### config.mk
export PLATFORM = sky130hd
export DESIGN_NAME = if_fetch_unit
export DESIGN_NICKNAME = d
export VERILOG_FILES = /design/src/rtl/if_fetch_unit_pkg.sv /design/src/rtl/if_inst_buffer.sv /design/src/rtl/if_fetch_unit.sv
export SDC_FILE = /design/constraint.sdc
export NUM_CORES = 1
export LEC_CHECK = 0
export ABC_CLOCK_PERIOD_IN_PS = 12190
export BUFFER_PORTS_ARGS = -buffer_cell sky130_fd_sc_hd__buf_2
export CAP_MARGIN = 10
export CORE_ASPECT_RATIO = 1.25
export CORE_MARGIN = 1
export CORE_UTILIZATION = 55
export DETAILED_ROUTE_END_ITERATION = 12
export PLACE_DENSITY = 0.75
export SLEW_MARGIN = 30
export SYNTH_ARGS = -nofsm -noshare
export SYNTH_HDL_FRONTEND = slang
export SYNTH_SLANG_ARGS = --single-unit
### constraint.sdc
create_clock -name clk -period 12.19 [get_ports clk]
set_clock_uncertainty 0.1 [all_clocks]
set_input_delay 1.8285 -clock clk [delete_from_list [all_inputs] [get_ports clk]]
set_output_delay 1.8285 -clock clk [all_outputs]
set_load 0.1 [all_outputs]
### src/rtl/if_fetch_unit_pkg.sv
// Shared fetch-stage types: FSM state encoding, the NOP filler word
// and the instruction buffer entry {pc, inst}.
package if_fetch_unit_pkg;

    typedef enum logic [1:0] {
        RESET_WAIT = 2'd0,
        FETCH      = 2'd1,
        FLUSH      = 2'd2,
        HALT       = 2'd3
    } fetch_state_t;

    localparam logic [31:0] NOP_INST = 32'h0000_0013;

    typedef struct packed {
        logic [31:0] pc;
        logic [31:0] inst;
    } ibuf_entry_t;

endpackage

### src/rtl/if_inst_buffer.sv
// In-order instruction buffer: synchronous FIFO of {pc, inst} entries.
// Ports: push/push_data in, pop in (head valid when !empty), flush in,
// count/full/empty out. Flush wins over push and pop in the same cycle.
module if_inst_buffer
    import if_fetch_unit_pkg::*;
#(
    parameter int DEPTH = 4
) (
    input  logic                     clk,
    input  logic                     rst,
    input  logic                     push,
    input  ibuf_entry_t              push_data,
    input  logic                     pop,
    input  logic                     flush,
    output ibuf_entry_t              head,
    output logic [$clog2(DEPTH):0]   count,
    output logic                     full,
    output logic                     empty
);

    localparam int AW = $clog2(DEPTH);

    ibuf_entry_t   mem [DEPTH];
    logic [AW-1:0] wr_ptr;
    logic [AW-1:0] rd_ptr;
    logic [AW:0]   cnt;

    assign head  = mem[rd_ptr];
    assign count = cnt;
    assign full  = (cnt == DEPTH[AW:0]);
    assign empty = (cnt == '0);

    always_ff @(posedge clk or posedge rst) begin
        if (rst) begin
            wr_ptr <= '0;
            rd_ptr <= '0;
            cnt    <= '0;
        end else if (flush) begin
            wr_ptr <= '0;
            rd_ptr <= '0;
            cnt    <= '0;
        end else begin
            if (push)
                wr_ptr <= wr_ptr + 1'b1;
            if (pop)
                rd_ptr <= rd_ptr + 1'b1;
            cnt <= cnt + {{AW{1'b0}}, push} - {{AW{1'b0}}, pop};
        end
    end

    always_ff @(posedge clk) begin
        if (push && !flush)
            mem[wr_ptr] <= push_data;
    end

endmodule

### src/rtl/if_fetch_unit.sv
// Instruction fetch stage: fetch PC, credit-limited imem requests, discard of
// stale responses after redirects, and the F2->D register for the decoder.
// Ports: clk/rst (async, active-high), imem_req_* / imem_resp_* memory side,
// redirect_valid/redirect_pc from branch resolution, stall from the hazard
// unit, f2_d_ppreg_* to decode, fetch_misaligned sticky flag.
// Build option: IF_MISALIGN_CHECK_EN halts fetch on a misaligned redirect.
module if_fetch_unit
    import if_fetch_unit_pkg::*;
#(
    parameter logic [31:0] RESET_PC   = 32'h0000_0000,
    parameter int          IBUF_DEPTH = 4
) (
    input  logic        clk,
    input  logic        rst,
    output logic        imem_req_valid,
    input  logic        imem_req_ready,
    output logic [31:0] imem_req_addr,
    input  logic        imem_resp_valid,
    input  logic [31:0] imem_resp_data,
    input  logic        redirect_valid,
    input  logic [31:0] redirect_pc,
    input  logic        stall,
    output logic        f2_d_ppreg_is_a_inst,
    output logic [31:0] f2_d_ppreg_inst,
    output logic [31:0] f2_d_ppreg_pc,
    output logic        fetch_misaligned
);

    localparam int AW = $clog2(IBUF_DEPTH);
    localparam int CW = AW + 2;

    fetch_state_t  state;
    fetch_state_t  state_nxt;
    logic [31:0]   fetch_pc;
    logic [31:0]   resp_pc;
    logic [AW:0]   outstanding;
    logic [AW:0]   out_nxt;
    logic [AW:0]   discard;
    logic [AW:0]   disc_nxt;
    logic [AW:0]   buf_count;
    logic          buf_full;
    logic          buf_empty;
    ibuf_entry_t   buf_head;
    ibuf_entry_t   buf_in;
    logic [CW-1:0] credit;
    logic [31:0]   target_pc;
    logic          handshake;
    logic          keep_resp;
    logic          push;
    logic          pop;
    logic          misalign_hit;

    assign target_pc = redirect_pc & 32'hFFFF_FFFC;

    // A redirect or a stall blocks the pop; redirect also empties the buffer.
    assign pop = !redirect_valid && !stall && !buf_empty;

    // Entries already buffered or in flight each hold a slot; the head
    // leaving this cycle frees one.
    assign credit = CW'(IBUF_DEPTH) + CW'(pop)
                  - CW'(buf_count) - CW'(outstanding);

    assign imem_req_valid = (state == FETCH) && (credit != '0)
                          && !redirect_valid;
    assign imem_req_addr  = fetch_pc;
    assign handshake      = imem_req_valid && imem_req_ready;

    assign keep_resp = imem_resp_valid && !redirect_valid
                     && (discard == '0);
    assign push      = keep_resp && (!buf_full || pop);

    assign buf_in.pc   = resp_pc;
    assign buf_in.inst = imem_resp_data;

    assign out_nxt = outstanding + {{AW{1'b0}}, handshake}
                   - {{AW{1'b0}}, imem_resp_valid};

    always_comb begin
        disc_nxt = discard;
        if (redirect_valid)
            disc_nxt = out_nxt;
        else if (imem_resp_valid && (discard != '0))
            disc_nxt = discard - 1'b1;
    end

`ifdef IF_MISALIGN_CHECK_EN
    assign misalign_hit = redirect_valid && (redirect_pc[1:0] != 2'b00);

    always_ff @(posedge clk or posedge rst) begin
        if (rst)
            fetch_misaligned <= 1'b0;
        else if (misalign_hit)
            fetch_misaligned <= 1'b1;
    end
`else
    assign misalign_hit     = 1'b0;
    assign fetch_misaligned = 1'b0;
`endif

    always_comb begin
        state_nxt = state;
        unique case (state)
            RESET_WAIT: state_nxt = FETCH;
            FETCH: begin
                if (redirect_valid && (out_nxt != '0))
                    state_nxt = FLUSH;
            end
            FLUSH: begin
                if (disc_nxt == '0)
                    state_nxt = FETCH;
            end
            HALT:    state_nxt = HALT;
            default: state_nxt = state;
        endcase
        if (misalign_hit)
            state_nxt = HALT;
    end

    always_ff @(posedge clk or posedge rst) begin
        if (rst) begin
            state                <= RESET_WAIT;
            fetch_pc             <= RESET_PC;
            resp_pc              <= RESET_PC;
            outstanding          <= '0;
            discard              <= '0;
            f2_d_ppreg_is_a_inst <= 1'b0;
            f2_d_ppreg_inst      <= NOP_INST;
            f2_d_ppreg_pc        <= RESET_PC;
        end else begin
            state       <= state_nxt;
            outstanding <= out_nxt;
            discard     <= disc_nxt;
            if (redirect_valid) begin
                fetch_pc <= target_pc;
                resp_pc  <= target_pc;
            end else begin
                if (handshake)
                    fetch_pc <= fetch_pc + 32'd4;
                if (push)
                    resp_pc <= resp_pc + 32'd4;
            end
            if (redirect_valid) begin
                f2_d_ppreg_is_a_inst <= 1'b0;
            end else if (!stall) begin
                f2_d_ppreg_is_a_inst <= !buf_empty;
                if (!buf_empty) begin
                    f2_d_ppreg_inst <= buf_head.inst;
                    f2_d_ppreg_pc   <= buf_head.pc;
                end
            end
        end
    end

    if_inst_buffer #(
        .DEPTH (IBUF_DEPTH)
    ) u_ibuf (
        .clk       (clk),
        .rst       (rst),
        .push      (push),
        .push_data (buf_in),
        .pop       (pop),
        .flush     (redirect_valid),
        .head      (buf_head),
        .count     (buf_count),
        .full      (buf_full),
        .empty     (buf_empty)
    );

    a_no_overflow: assert property (
        @(posedge clk) disable iff (rst)
        !(keep_resp && buf_full && !pop)
    );

endmodule

# Yosys cells after proc, flatten, opt, wreduce, memory -nomap -nowiden
# Memories as Yosys holds them, arrays and structs flattened. A register that Yosys moved wholly into a read port is not among the register bits.
# Index checks and enable logic that the tools add are counted.
[totals]
register_bits = 80
mem_bits_rw = 256
input_bits = 70
elab_cells = 78
n_memories = 1
[mem_list]
columns = ["memory", "depth", "word_bits", "rd", "rd_ports_with_merged_regs", "write_ports", "line_no", "source"]
rows = [
  ["u_ibuf.mem", 4, 64, 1, 1, 1, "if_inst_buffer.sv:23", "ibuf_entry_t mem [DEPTH];"],
]
[op_classes]
add_sub_neg = 12
eq_ne = 7
mux = 18
bitwise_logic = 3
reduce_logical = 28
[op_table]
columns = ["operator", "count"]
rows = [
  ["32-bit 2-to-1 mux", 4],
  ["32-bit by 3-bit adder with 32-bit output, second input constant", 2],
  ["2-bit 2-to-1 mux", 6],
  ["1-bit logical AND", 11],
  ["3-bit zero test", 3],
  ["3-bit 2-to-1 mux", 3],
  ["2-bit case mux with 4 select lines", 1],
  ["4-bit by 3-bit subtractor with 4-bit output", 2],
  ["3-bit by 1-bit adder with 3-bit output", 2],
  ["2-bit nonzero test", 3],
  ["3-bit nonzero test", 2],
  ["3-bit by 1-bit subtractor with 3-bit output", 2],
  ["2-bit by 1-bit adder with 2-bit output, second input constant", 2],
  ["3-bit by 1-bit adder with 4-bit output, first input constant", 1],
  ["2-bit equality test, second input constant", 2],
  ["1-bit zero test", 4],
  ["1-bit 2-to-1 mux", 4],
  ["2-bit inequality test, second input constant", 2],
  ["4-bit nonzero test", 1],
  ["3-bit equality test, second input constant", 1],
  ["1-bit inverter", 3],
  ["3-bit AND reduction", 1],
  ["3-bit by 1-bit subtractor with 3-bit output, second input constant", 1],
  ["2-bit by 1-bit equality test with 1-bit output, second input constant", 1],
  ["4 further kinds", 4],
]

# Depth between registers and ports, before layout
[depth]
word_depth = 16
depth_mapped = 21
ltp_nobuf = 19

# Hierarchy
# A second synthesis with hierarchy kept.
[unflattened]
cells_unflattened = 1071
hier_area_um2 = 16264.3
[modules_own_cells]
columns = ["module", "n_inst", "cells_each", "area_per_inst_um2", "seq_area_each_um2"]
rows = [
  ["if_inst_buffer", 1, 375, 9704.3, 7862.5],
  ["if_fetch_unit", 1, 696, 6560.0, 3331.9],
]

# Least setup slack after synthesis
# OpenSTA, ideal clock, no wires.
[synth_timing]
path_type = "input -> output"
startpoint = "input port redirect_valid"
endpoint = "output port imem_req_valid"
t_arrival_ns = 4.695
slack_ns = 5.567
stages = 12
n_path_buf = 3
path_cell_list = "buf_2 -> nor3_1 -> clkbuf_1 -> buf_2 -> inv_1 -> fa_1 -> inv_1 -> ha_1 -> fa_1 -> nor3b_2 -> nand2_1 -> and3_1"
[synth_via]
elab_chain_len = 9
[synth_lines]
columns = ["item", "line_no", "source"]
rows = [
  ["start: declaration", "if_fetch_unit.sv:20", "input logic redirect_valid,"],
  ["1-bit zero test *", "if_fetch_unit.sv:56, if_fetch_unit.sv:64", ""],
  ["1-bit logical AND (2 in series)", "if_fetch_unit.sv:56", "assign pop = !redirect_valid && !stall && !buf_empty;"],
  ["3-bit by 1-bit adder with 4-bit output", "if_fetch_unit.sv:60", "assign credit = CW'(IBUF_DEPTH) + CW'(pop)"],
  ["4-bit by 3-bit subtractor with 4-bit output (2 in series)", "if_fetch_unit.sv:61", "- CW'(buf_count) - CW'(outstanding);"],
  ["4-bit nonzero test", "if_fetch_unit.sv:63", "assign imem_req_valid = (state == FETCH) && (credit != '0)"],
  ["1-bit logical AND", "if_fetch_unit.sv:63", ""],
  ["1-bit logical AND *", "if_fetch_unit.sv:64", "&& !redirect_valid;"],
  ["end: declaration", "if_fetch_unit.sv:15", "output logic imem_req_valid,"],
]
# Every way passes the cells marked *; elsewhere a longest branch is shown, timed or not.

# Worst setup path in the final report
# Ends and elaborated chain as after synthesis.

==> metrics.md <==
| Metric | Value |
|---|---|
| Largest family of logic cells by synthesized area | `multiplexers` |
| WP data required | `10260 ps` |
| CP delay by family, top | `buffers and inverters` |
| Overall routing resource usage | `22.1%` |
| Ys Warns | `0` |
| CTS tree | `yes` |
| WP buf/inv | `6` |
| H-tree depth | `2` |
| Clock sink total | `386` |
| Final WL | `30.6 mm` |
| Leakage | `6.60 nW` |
| EDFF count, synth | `248` |
| Iteration count of the initial detailed-routing pass | `5` |
| Adder-cell area share of the yosys netlist | `1.71%` |
| Die area | `29100 sq um` |
| # diodes | `0` |
| Final worst path period need | `7290 ps` |
| Worst vdd ir | `0.000133 V` |
| Core area | `27800 sq um` |
| Initial Util | `56.3%` |
| Resized cells post-CTS | `0` |
| Synth top area cells | `edfxtp_1 (48%), dfrtp_1 (22%), mux4_2 (8.9%)` |
| Area grow syn2layout | `14.8%` |
| Grt ovf | `0` |
| Multiplexer share of the synthesized area | `13.8%` |
| Synthesis-stage register bit count | `386` |
| Top cell type by total area after synthesis | `edfxtp_1` |
| Die width | `153 microns` |
| Vias in the first global route | `9007` |
| Slowest-stage cell, CP | `buf_6` |
| Post-CTS Repair Setup Buffers | `0` |
| Final setup violation count | `0` |
| Peak per-stage delay on the critical path | `550 ps` |
| CP Launch Type | `primary input` |
| Hpwl dp | `18.4 mm` |
| Slew @ Worst Pin | `863 ps` |
| Power per cell area | `239 nW/um^2` |
| Final Hold Viols | `0` |
| # hold bufs at CTS | `0` |
| Sequential cell area fraction in the yosys report | `69.7%` |
| Initial antenna violation count | `0` |
| TritonCTS Buffers | `37` |
| Via density per instance | `5.95` |
| Worst path cell trace | `buf_2 -> buf_4 -> nor3_2 -> buf_6 -> inv_1 -> fa_1 -> inv_1 -> ha_1 -> fa_1 -> nor3b_2 -> nand2_1 -> and3_1 -> buf_2` |
| Hold/Removal Path Class | `flop to flop` |
| Simple-gate portion of the synthesized area | `6.66%` |
| Syn_area_per_cell | `16.9 sq um` |
| Post-synthesis compound-gate area fraction | `4.74%` |
| Crit path kind | `primary input to output port` |
| Vias | `8775` |
| Root Buffer | `clkbuf_16` |
| CTS Buffer Depth | `3` |
| Outcome | `completed` |
| Ys async rst share | `35.8%` |
| Share of cells above drive strength 1 | `33.5%` |
| Routed Antenna Nets | `0` |
| # rows | `68` |
| Placer Congestion | `0.835` |
| Routed len/inst | `20.8 microns` |
| Clock-pin slew on the worst setup and hold paths | `60 ps` |
| Max cap viols | `0` |
| Worst-path fanout max | `65` |
| IO Count | `169` |
| Cells after synthesis | `926` |
| Syn Std Cell Area | `15700 sq um` |
| Max-slew headroom | `42.4%` |
| Main synth FF type | `edfxtp_1` |
| Most frequent cells in the layout | `edfxtp_1 (248), buf_2 (161), dfrtp_1 (133)` |
| Critical path arrival | `5360 ps` |
| DRC violations left | `0` |
| Share of the synthesized area in the top cell type | `47.6%` |
| Final Max Slew Viols | `0` |
| Clock Latency Late Sink | `520 ps` |
| Most common cell after layout, fill and taps aside | `edfxtp_1` |
| Highest attainable clock frequency | `137 MHz` |
| TNS Setup | `0 ps` |
| Chip height | `191 microns` |
| Crit path capture type | `output port` |
| Post-synth cell types | `59` |
| First DRT Iteration DRCs | `626` |
| Final worst-path cycle share | `59.8%` |
| RSZ-0062 raised after global routing | `false` |
| Nets | `1185` |
| XOR/XNOR share of the synthesized area | `1.37%` |
| Largest net degree at the start of global routing | `75` |
| PortBufs | `161` |
| Hold_ws | `380 ps` |
| Wire length of the first global-routing pass | `49.3 mm` |
-- metrics by stage --
stage | instances | power, mW | utilization (%) | setup WS (ps) | instance area, sq um
after floorplan | 930 | 3.02 | - | 5570 | 15700
after global placement | 1403 | 3.26 | 60.3 | 4690 | 16800
after detailed placement | 1405 | 3.29 | 60.5 | 4640 | 16800
after CTS | 1472 | 4.34 | 64.4 | 4620 | 17900
after global routing | 1474 | 4.47 | 64.6 | 4590 | 18000
final | 1474 | 4.30 | 64.6 | 4900 | 18000
-- Yosys cell counts (all sizes together), types with 2 or more instances --
cell,number
mux2,65
o311ai,22
o21ai,35
nor2,12
o211ai,25
nand2b,3
and4,8
nor4,8
nand2,64
a21oi,9
buf,26
or3b,2
o31ai,2
xnor2,12
dfstp,3
nor3,6
clkbuf,18
nand3,35
nand3b,2
xor2,10
edfxtp,248
mux2i,3
mux4,62
dfrtp,135
nand4,16
a311o,2
and3,10
ha,15
a31o,3
nor2b,4
a31oi,5
a211oi,2
inv,26
and2,10
fa,4
or2,2
or3,4
-- metal layers --
layer / share of wire [%] / up-vias / track usage [%]
li1: - / 3961 / -
met1: 42 / 4482 / 29.7
met2: 50 / 282 / 37.5
met3: 5.4 / 50 / 3.39
met4: 2.4 / 0 / 7.07
met5: 0 / - / 0
-- state kept, by name, summed over array words and instances, names as in the netlist --
name	count
f2_d_ppreg_inst	32
u_ibuf.mem	248
u_ibuf.count	3
imem_req_addr	30
state	2
f2_d_ppreg_is_a_inst	1
discard	3
u_ibuf.wr_ptr	2
u_ibuf.rd_ptr	2
f2_d_ppreg_pc	30
outstanding	3
resp_pc	30
-- area by class of cell --
cell class              count  area [sq um]
multi-input cells         473          4460
fillers                  1968          9850
well taps                 350           438
inverters                  27           109
clock inverters            14          77.6
flip-flops and latches    386         10900
repair buffers            171           957
clock buffers              53          1020
-- where the power goes --
part / internal, mW / leakage (nW) / switching (mW) / total, mW
Combinational: 0.382 / 2.17 / 1.16 / 1.54
Sequential: 1.58 / 3.90 / 0.133 / 1.72
Clock: 0.583 / 0.524 / 0.460 / 1.04
Total: 2.55 / 6.60 / 1.75 / 4.30
-- final timing paths --
path	startpoint	to	slack, ps	cells after the start
min in group asynchronous	rst	f2_d_ppreg_pc[7]$_DFFE_PP0P_	1330	2
max in group asynchronous	rst	u_ibuf.rd_ptr[1]$_DFFE_PP0P_	9420	3
worst max-delay path	redirect_valid	imem_req_valid	4900	13
worst min-delay path	f2_d_ppreg_inst[12]$_DFFE_PP0P_	f2_d_ppreg_inst[12]$_DFFE_PP0P_	380	2
worst min register to register	f2_d_ppreg_inst[12]$_DFFE_PP0P_	f2_d_ppreg_inst[12]$_DFFE_PP0P_	380	2
worst max register to register	u_ibuf.count[1]$_DFF_PP0_	state[0]$_DFFE_PP0P_	6930	20
-- worst register-to-register path: stages (launching register included) --
cell,delay (ps)
dfrtp_1,450
nor3_1,90
nor3_2,130
buf_6,550
inv_1,310
fa_1,430
inv_1,70
ha_1,150
fa_1,420
nor3b_2,350
a211oi_2,220
inv_1,100
ha_1,110
inv_1,40
ha_1,180
fa_1,360
xnor3_1,400
nand2_1,80
o21ai_0,120
o31ai_1,350
a2bb2oi_1,190
-- cells by family (layout without fill, tap and decap cells) --
logic type | after synthesis | count (layout)
AO/OA/AOI/OAI | 108 | 108
XOR/XNOR | 23 | 23
adder cells (fa/ha/maj) | 19 | 19
buffers and inverters | 71 | 265
flip-flops | 386 | 386
multiplexers | 130 | 130
other | 1 | 5
AND/OR/NAND/NOR | 188 | 188
Note: power is estimated with default switching activity, not from simulation.
